### src/rtl/uart_mem_bridge_pkg.sv
// Shared constants, state encoding and helpers for the UART-to-memory bridge.
package uart_mem_bridge_pkg;

  localparam logic [7:0] CMD_WRITE = 8'h57;
  localparam logic [7:0] CMD_READ  = 8'h52;

  localparam logic [1:0] WE_NONE = 2'b00;
  localparam logic [1:0] WE_WORD = 2'b01;

  localparam logic [2:0] RM_WORD = 3'b000;
  localparam logic [2:0] RM_IDLE = 3'b111;

  typedef enum logic [3:0] {
    S_IDLE,
    S_ADDR0,
    S_ADDR1,
    S_ADDR2,
    S_ADDR3,
    S_LEN,
    S_WDATA,
    S_RREAD,
    S_RSEND
  } state_t;

  // States in which the host owes us another byte and a stall is an abort.
  function automatic logic is_timed(input state_t s);
    case (s)
      S_ADDR0, S_ADDR1, S_ADDR2, S_ADDR3, S_LEN, S_WDATA: return 1'b1;
      default:                                          return 1'b0;
    endcase
  endfunction

endpackage

### src/rtl/uart_mem_bridge_byte_timeout.sv
// Inter-byte idle counter: saturates and flags expiry after TIMEOUT_CYCLES idle cycles.
module byte_timeout #(
  parameter int TIMEOUT_CYCLES = 100000
) (
  input  logic clk,
  input  logic reset,
  input  logic clear,
  input  logic enable,
  output logic expired
);

  localparam int CW = $clog2(TIMEOUT_CYCLES + 1);

  logic [CW-1:0] cnt;

  always_ff @(posedge clk or posedge reset) begin
    if (reset) begin
      cnt <= '0;
    end else if (clear) begin
      cnt <= '0;
    end else if (enable && !expired) begin
      cnt <= cnt + CW'(1);
    end
  end

  assign expired = (cnt == CW'(TIMEOUT_CYCLES));

endmodule

### src/rtl/uart_mem_bridge.sv
// UART byte-stream to memory-port initiator: 'W'/'R' frames become word writes/reads.
module uart_mem_bridge
  import uart_mem_bridge_pkg::*;
#(
  parameter int ADDR_WIDTH     = 32,
  parameter int TIMEOUT_CYCLES = 100000
) (
  input  logic                  clk,
  input  logic                  reset,
  input  logic                  rx_valid,
  input  logic [7:0]            rx_data,
  output logic                  tx_valid,
  input  logic                  tx_ready,
  output logic [7:0]            tx_data,
  output logic [1:0]            mem_we,
  output logic [2:0]            mem_readmode,
  output logic [ADDR_WIDTH-1:0] mem_addr,
  output logic [31:0]           mem_wd,
  input  logic [31:0]           mem_rd,
  output logic                  busy,
  output logic                  done,
  output logic                  err
);

  state_t state, state_d;

  logic                  is_write_q;
  logic [31:0]           addr_q;
  logic [31:0]           wbuf_q;
  logic [31:0]           rword_q;
  logic [31:0]           wd_q;
  logic [ADDR_WIDTH-1:0] waddr_q;
  logic [8:0]            count_q;
  logic [1:0]            bcnt_q;
  logic [1:0]            k_q;
  logic                  we_q, done_q, err_q;

  logic done_d, err_d, wr_fire, tx_fire;
  logic expired, tmo_en, last_word;

  assign last_word = (count_q == 9'd1);
  assign tmo_en    = is_timed(state);

  byte_timeout #(.TIMEOUT_CYCLES(TIMEOUT_CYCLES)) u_timeout (
    .clk     (clk),
    .reset   (reset),
    .clear   (rx_valid || !tmo_en),
    .enable  (tmo_en),
    .expired (expired)
  );

  always_ff @(posedge clk or posedge reset) begin
    if (reset) state <= S_IDLE;
    else       state <= state_d;
  end

  always_comb begin
    state_d = state;
    done_d  = 1'b0;
    err_d   = 1'b0;
    wr_fire = 1'b0;
    tx_fire = 1'b0;
    case (state)
      S_IDLE: begin
        if (rx_valid) begin
          if (rx_data == CMD_WRITE || rx_data == CMD_READ) state_d = S_ADDR0;
          else                                             err_d   = 1'b1;
        end
      end
      S_ADDR0: if (rx_valid) state_d = S_ADDR1;
      S_ADDR1: if (rx_valid) state_d = S_ADDR2;
      S_ADDR2: if (rx_valid) state_d = S_ADDR3;
      S_ADDR3: if (rx_valid) state_d = S_LEN;
      S_LEN:   if (rx_valid) state_d = is_write_q ? S_WDATA : S_RREAD;
      S_WDATA: begin
        if (rx_valid && bcnt_q == 2'd3) begin
          wr_fire = 1'b1;
          if (last_word) begin
            state_d = S_IDLE;
            done_d  = 1'b1;
          end
        end
      end
      S_RREAD: state_d = S_RSEND;
      S_RSEND: begin
        if (tx_ready) begin
          tx_fire = 1'b1;
          if (k_q == 2'd3) begin
            if (last_word) begin
              state_d = S_IDLE;
              done_d  = 1'b1;
            end else begin
              state_d = S_RREAD;
            end
          end
        end
      end
      default: state_d = S_IDLE;
    endcase
    // A byte arriving on the expiry cycle still counts; only a true stall aborts.
    if (tmo_en && !rx_valid && expired) begin
      state_d = S_IDLE;
      err_d   = 1'b1;
    end
  end

  always_ff @(posedge clk or posedge reset) begin
    if (reset) begin
      is_write_q <= 1'b0;
      addr_q     <= '0;
      wbuf_q     <= '0;
      rword_q    <= '0;
      wd_q       <= '0;
      waddr_q    <= '0;
      count_q    <= '0;
      bcnt_q     <= '0;
      k_q        <= '0;
      we_q       <= 1'b0;
      done_q     <= 1'b0;
      err_q      <= 1'b0;
    end else begin
      we_q   <= wr_fire;
      done_q <= done_d;
      err_q  <= err_d;
      case (state)
        S_IDLE: if (rx_valid) is_write_q <= (rx_data == CMD_WRITE);
        S_ADDR0, S_ADDR1, S_ADDR2, S_ADDR3: if (rx_valid) addr_q <= {rx_data, addr_q[31:8]};
        S_LEN: begin
          if (rx_valid) begin
            count_q <= (rx_data == 8'd0) ? 9'd256 : {1'b0, rx_data};
            bcnt_q  <= 2'd0;
          end
        end
        S_WDATA: begin
          if (rx_valid) begin
            wbuf_q <= {rx_data, wbuf_q[31:8]};
            bcnt_q <= bcnt_q + 2'd1;
          end
        end
        S_RREAD: begin
          rword_q <= mem_rd;
          k_q     <= 2'd0;
        end
        S_RSEND: if (tx_fire) k_q <= k_q + 2'd1;
        default: ;
      endcase
      if (wr_fire) begin
        wd_q    <= {rx_data, wbuf_q[31:8]};
        waddr_q <= addr_q[ADDR_WIDTH-1:0];
      end
      // 32-bit increment; slicing to ADDR_WIDTH gives the narrower wrap for free.
      if (wr_fire || (tx_fire && k_q == 2'd3)) begin
        addr_q  <= addr_q + 32'd4;
        count_q <= count_q - 9'd1;
      end
    end
  end

  assign mem_we       = we_q ? WE_WORD : WE_NONE;
  assign mem_wd       = wd_q;
  assign mem_readmode = (state == S_RREAD) ? RM_WORD : RM_IDLE;
  assign mem_addr     = (state == S_RREAD) ? addr_q[ADDR_WIDTH-1:0] : waddr_q;
  assign tx_valid     = (state == S_RSEND);
  assign tx_data      = rword_q[{k_q, 3'b000} +: 8];
  assign busy         = (state != S_IDLE);
  assign done         = done_q;
  assign err          = err_q;

endmodule

### config.mk
export PLATFORM = sky130hd
export DESIGN_NAME = uart_mem_bridge
export DESIGN_NICKNAME = d
export VERILOG_FILES = /design/src/rtl/uart_mem_bridge_pkg.sv /design/src/rtl/uart_mem_bridge_byte_timeout.sv /design/src/rtl/uart_mem_bridge.sv
export SDC_FILE = /design/constraint.sdc
export NUM_CORES = 1
export LEC_CHECK = 0
export CORE_ASPECT_RATIO = 1.25
export CORE_MARGIN = 2
export CORE_UTILIZATION = 50
export CTS_CLUSTER_SIZE = 28
export DETAILED_ROUTE_END_ITERATION = 6
export GPL_ROUTABILITY_DRIVEN = 1
export HOLD_SLACK_MARGIN = 0.06
export PLACE_DENSITY = 0.78
export RECOVER_POWER = 100
export SLEW_MARGIN = 10
export SYNTH_ARGS = -nofsm -noshare
export SYNTH_HDL_FRONTEND = slang
export SYNTH_HIERARCHICAL = 1
export SYNTH_SLANG_ARGS = --single-unit
export TNS_END_PERCENT = 1
### constraint.sdc
create_clock -name clk -period 5.4 [get_ports clk]
set_clock_uncertainty 0.1 [all_clocks]
set_input_delay 1.08 -clock clk [delete_from_list [all_inputs] [get_ports clk]]
set_output_delay 1.08 -clock clk [all_outputs]
set_load 0.1 [all_outputs]
Word level (Yosys, flattened, before mapping):

Cells that the tools add are included.

* div/mod/pow operators: 0
* bitwise operators: 0
* shifts and indexed selects: 1
* add/subtract/negate cells: 5
* order comparisons: 0
* mux-type cells: 46
* reduce and logical (&&, ||, !) cells: 29
* eq/ne operators: 28
* multipliers: 0

Operators with widths (number)
* 32-bit two-way mux: 4
* 4-bit two-way mux: 12
* 9-bit two-way mux: 4
* 4-bit case mux with 9 select lines: 1
* 17-bit two-way mux: 2
* 32-bit by 3-bit adder with 32-bit output, second input constant: 1
* 32-bit by 6-bit indexed part select with 8-bit output: 1
* 3-bit != test, second input constant: 9
* 17-bit by 1-bit adder with 17-bit output, second input constant: 1
* 17-bit equality test, second input constant: 1
* 4-bit by 3-bit equality test with 1-bit output, second input constant: 4
* 8-bit by 7-bit equality test with 1-bit output, second input constant: 2
* 1-bit two-way mux: 15
* 2-bit nonzero test: 6
* 11-bit AND reduction: 1
* 2-bit AND reduction: 5
* 9-bit by 1-bit equality test with 1-bit output, second input constant: 1
* 9-bit by 1-bit subtractor with 9-bit output, second input constant: 1
* 4-bit by 2-bit equality test with 1-bit output, second input constant: 2
* 8-bit zero test: 1
* 2-bit case mux with 2 select lines: 2
* 2-bit two-way mux: 3
* 3-bit two-way mux: 2
* 3-bit by 1-bit != test with 1-bit output, second input constant: 2
* other kinds (15): 26

* memories: 0
* bits in latches: 0
* memory bits (read-only): 0
* memory bits (writable): 0
* input bits: 44
* bits in registers: 198
* word-level logic and storage cells: 123

Longest topological paths before layout:

* depth after elaboration: 7
* depth in mapped cells: 8
* depth with buffers taken out: 8

By module:

Netlist, hierarchy kept.

Modules (own cells, without submodules)
* uart_mem_bridge: sequential area each 4329.2 um^2, cells each 689, times used 1, area each 8240.4 um^2
* byte_timeout: sequential area each 425.4 um^2, cells each 95, times used 1, area each 938.4 um^2

Worst setup path before layout:

Ideal clock, no wire load.

* kind: flip-flop to output port
* start point: register state[1]
* end point: output port mem_addr[10]
* buffers on the path: 2
* setup slack: 0.191 ns
* stages on the path, launching flop included: 5
* required time: 4.220 ns
* data arrival time: 4.029 ns
* path through: dfrtp_1 -> clkbuf_1 -> nand4b_1 -> clkbuf_1 -> o21ai_0

* longest elaborated chain between the ends: 2

Ends and longest elaborated chain
* start: declaration: RTL line uart_mem_bridge.sv:25 `state_t state, state_d;`
* start signal: assignment: RTL line uart_mem_bridge.sv:54 `else state <= state_d;`
* 4-bit by 3-bit equality test with 1-bit output: RTL line uart_mem_bridge.sv:162 `assign mem_addr = (state == S_RREAD) ? addr_q[ADDR_WIDTH-1:0] : waddr_q;`
* 32-bit two-way mux: RTL line uart_mem_bridge.sv:162
* end: declaration: RTL line uart_mem_bridge.sv:17 `output logic [ADDR_WIDTH-1:0] mem_addr,`

No other way between the ends.

Final worst setup path:

* start point: register state[3]
* end point: output port mem_addr[11]

Same word-level chain as after synthesis.

==> results.yml <==
outcome:
  outcome: "finished with violations"
  violations: "capacitance limit, slew limit"
die:
  row_count: 55
  die_h_um: 155
  die_area_mm2: 0.0195
  core_area_mm2: 0.0180
  io_pins: 125
  start_util_pct: 50.9
  dieWidth_um: 125
place:
  portBuffers: 123
  dp_hpwl_um: 13200
  dp_worst_setup_slack_ns: 1.30
  routabilityCongestion: 0.854
clock_tree:
  postCtsSetupBuffers: 0
  path_clk_slew_ns: 0.06
  postCtsHoldBufs: 0
  root_buffer: "clkbuf_16"
  numCtsBuffers: 17
  cts_resized: 0
  clock-sinks: 190
  clkLatencyLatePin_ns: 0.43
  cts_tree: "done"
  clock_path_buffers: 2
  htreeDepth: 4
logic_synthesis:
  ys_async_sr_fraction_pct: 100
  synth_warnings: 6
  syn_area_per_cell_um2: 11.7
  ys.flop_type: "dfrtp_1"
  synth.cell_area_mm2: 0.00918
  ys_seq_area_share_pct: 51.8
  syn_nets: 835
  ys_types: 73
  yosysTopAreaCell: "dfrtp_1"
  syn_inst: 784
  synth_top_area_share_pct: 51.8
  synth-seq-cells: 190
  synth_edf_count: 0
  synthTopCellsByArea: "dfrtp_1 52%, mux2_2 18%, nand2_1 2.5%, mux4_2 2.0%, nor2_1 1.7%"
finish:
  fin_nets: 934
  diodes: 0
  syn_to_final_growth_pct: 19.3
  drive_above_1_share_pct: 23.0
  final_common_cell: "dfrtp_1"
  final_cell_mix: "190 x dfrtp_1, 148 x mux2_2, 62 x nand2_1"
  fillers: 1503
power:
  power_density_mw_per_mm2: 471
  ir_drop_mv: 0.259
  p_leak_nw: 4.99
critical_path:
  crit_slowest_cell: "dlygate4sd3_1"
  critPathArrivalTime_ns: 3.39
  endpoint_kind: "output port"
  crit_fanout: 73
  path_cells: "nand4b_1 > buf_4 > mux2_2 > dlygate4sd3_1"
  required_ns: 4.22
  cp_top_family: "buffers and inverters"
  cp_num_buf_inv: 2
  critPathKind: "register to output port"
  crit_path_start_kind: "register"
  slowest_delay_ns: 1.20
sta:
  max_slew_margin_pct: -9.56
  worst_pin_slew_ns: 1.64
  fin_crit_sh_pct: 84.6
  rsz0062_at_grt: "false"
  totalNegativeSetupSlack_ns: 0
  hold_viol_final: 0
  slew_violations: 73
  fmax_mhz: 219
  min_period_ns: 4.57
  setup_viol: 0
  worst_slack_ns: 0.833
routing:
  drt_iter0_markers: 468
  vias: 6546
  vias_per_cell: 5.82
  totalWireLength_um: 20100
  avgRoutedWirePerCell_um: 17.8
  drc: 0
  first_pass_iters: 5
  ant_nets: 0
min_path:
  hp-class: "register to register"
grt:
  antenna_found_initial: 0
  grt_max_degree: 96
  grt_pass1_vias: 6366
  grt_first_pass_wirelength_um: 33200
  overflow: 0
  track_usage_pct: 21.1
run:
  drv_cap: 2
==> path summary, 6_finish.rpt <==
| kind | startpoint | end | slack [ns] | cells after the start |
|---|---|---|---|---|
| worst max-delay path | state[3] | mem_addr[11] | 0.83 | 4 |
| worst min-delay path | mem_wd[19] | mem_wd[19] | 0.40 | 1 |
| worst max register to register | state[2] | mem_wd[8] | 1.64 | 4 |
| worst min register to register | mem_wd[19] | mem_wd[19] | 0.40 | 1 |
| max in group asynchronous | reset | rword_q[10] | 2.03 | 3 |
| min in group asynchronous | reset | u_timeout/cnt[13] | 1.12 | 2 |
==> registers in the layout (all words and copies together) (netlist names), 4 cells and up <==
name	flops
addr_q	32
count_q	9
mem_wd	32
rword_q	32
state	4
u_timeout/cnt	17
waddr_q	32
wbuf_q	24
==> area by class of cell <==
cell class              instances  area (um^2)  area share, %
flip-flops and latches        190         4750           43.4
multi-input cells             523         4090           37.3
repair buffers                133         1160           10.6
clock buffers                  20          467           4.26
well taps                     228          285           2.60
clock inverters                12          134           1.22
inverters                      18         68.8          0.628
==> kinds of logic (layout without fill, tap and decap cells) <==
kind of cell | count (synthesis) | in the layout | share of synthesized area [%]
xor gates and xnor gates | 13 | 13 | 1.24
and+or+nand+nor | 228 | 228 | 13.2
buffers and inverters | 71 | 183 | 3.60
DFF | 190 | 190 | 51.8
adders and majority gates | 7 | 7 | 0.954
muxes | 162 | 162 | 20.8
AOI/OAI and AO/OA | 112 | 112 | 8.36
other | 1 | 1 | 0.0409
==> per-layer routing <==
metal	track usage (%)	part of all wire, %	up-vias
met2	34.6	50	171
met1	29.1	44	3266
li1	-	-	3080
met3	4.20	4.1	29
met5	0	0	-
met4	5.66	1.7	0
==> per-stage QoR <==
| step | utilization (%) | area (um^2) | instances | total power, mW | hold slack [ns] |
|---|---|---|---|---|---|
| after global placement | 58.1 | 10500 | 1092 | 3.91 | 0.376 |
| after CTS | 61.4 | 11100 | 1124 | 5.25 | 0.403 |
| after detailed placement | 58.1 | 10500 | 1092 | 3.96 | 0.387 |
| after global routing | 60.7 | 11000 | 1124 | 5.44 | 0.408 |
| after floorplan | - | 9180 | 784 | 3.51 | 0.357 |
| final | 60.7 | 11000 | 1124 | 5.16 | 0.401 |
==> cells in the mapped netlist (all sizes together), types with 2 or more instances <==
| cell type | n |
|---|---|
| nand3 | 27 |
| or4 | 4 |
| nand4 | 22 |
| o41ai | 2 |
| a31o | 2 |
| and2 | 5 |
| a32oi | 2 |
| nor4b | 2 |
| and4 | 3 |
| nor2 | 41 |
| nand2 | 62 |
| o211ai | 7 |
| and3 | 14 |
| xnor2 | 9 |
| a211o | 2 |
| nor4 | 9 |
| a22oi | 2 |
| nand4b | 3 |
| nor3 | 12 |
| buf | 26 |
| inv | 18 |
| mux2i | 5 |
| or3 | 7 |
| a31oi | 5 |
| nand2b | 5 |
| o22a | 2 |
| a32o | 2 |
| a21oi | 26 |
| ha | 7 |
| xor2 | 4 |
| nand3b | 2 |
| mux4 | 8 |
| mux2 | 149 |
| or4b | 3 |
| a221o | 2 |
| o22ai | 7 |
| clkbuf | 26 |
| o311ai | 9 |
| o21ai | 30 |
| a311oi | 3 |
| dfrtp | 190 |
==> worst register-to-register path, cell delays in order, from the launching register on <==
cell and delay [ns]:
dfrtp_1 0.66, and4bb_2 0.42, and3_1 1.28, clkbuf_1 0.77
mux2_2 0.43
==> power breakdown <==
part / internal [mW] / switching, mW
Sequential: 1.76 / 0.420
Clock: 0.722 / 0.545
Combinational: 0.617 / 1.09
Total: 3.10 / 2.05
Power figures use the tool's default switching activity.
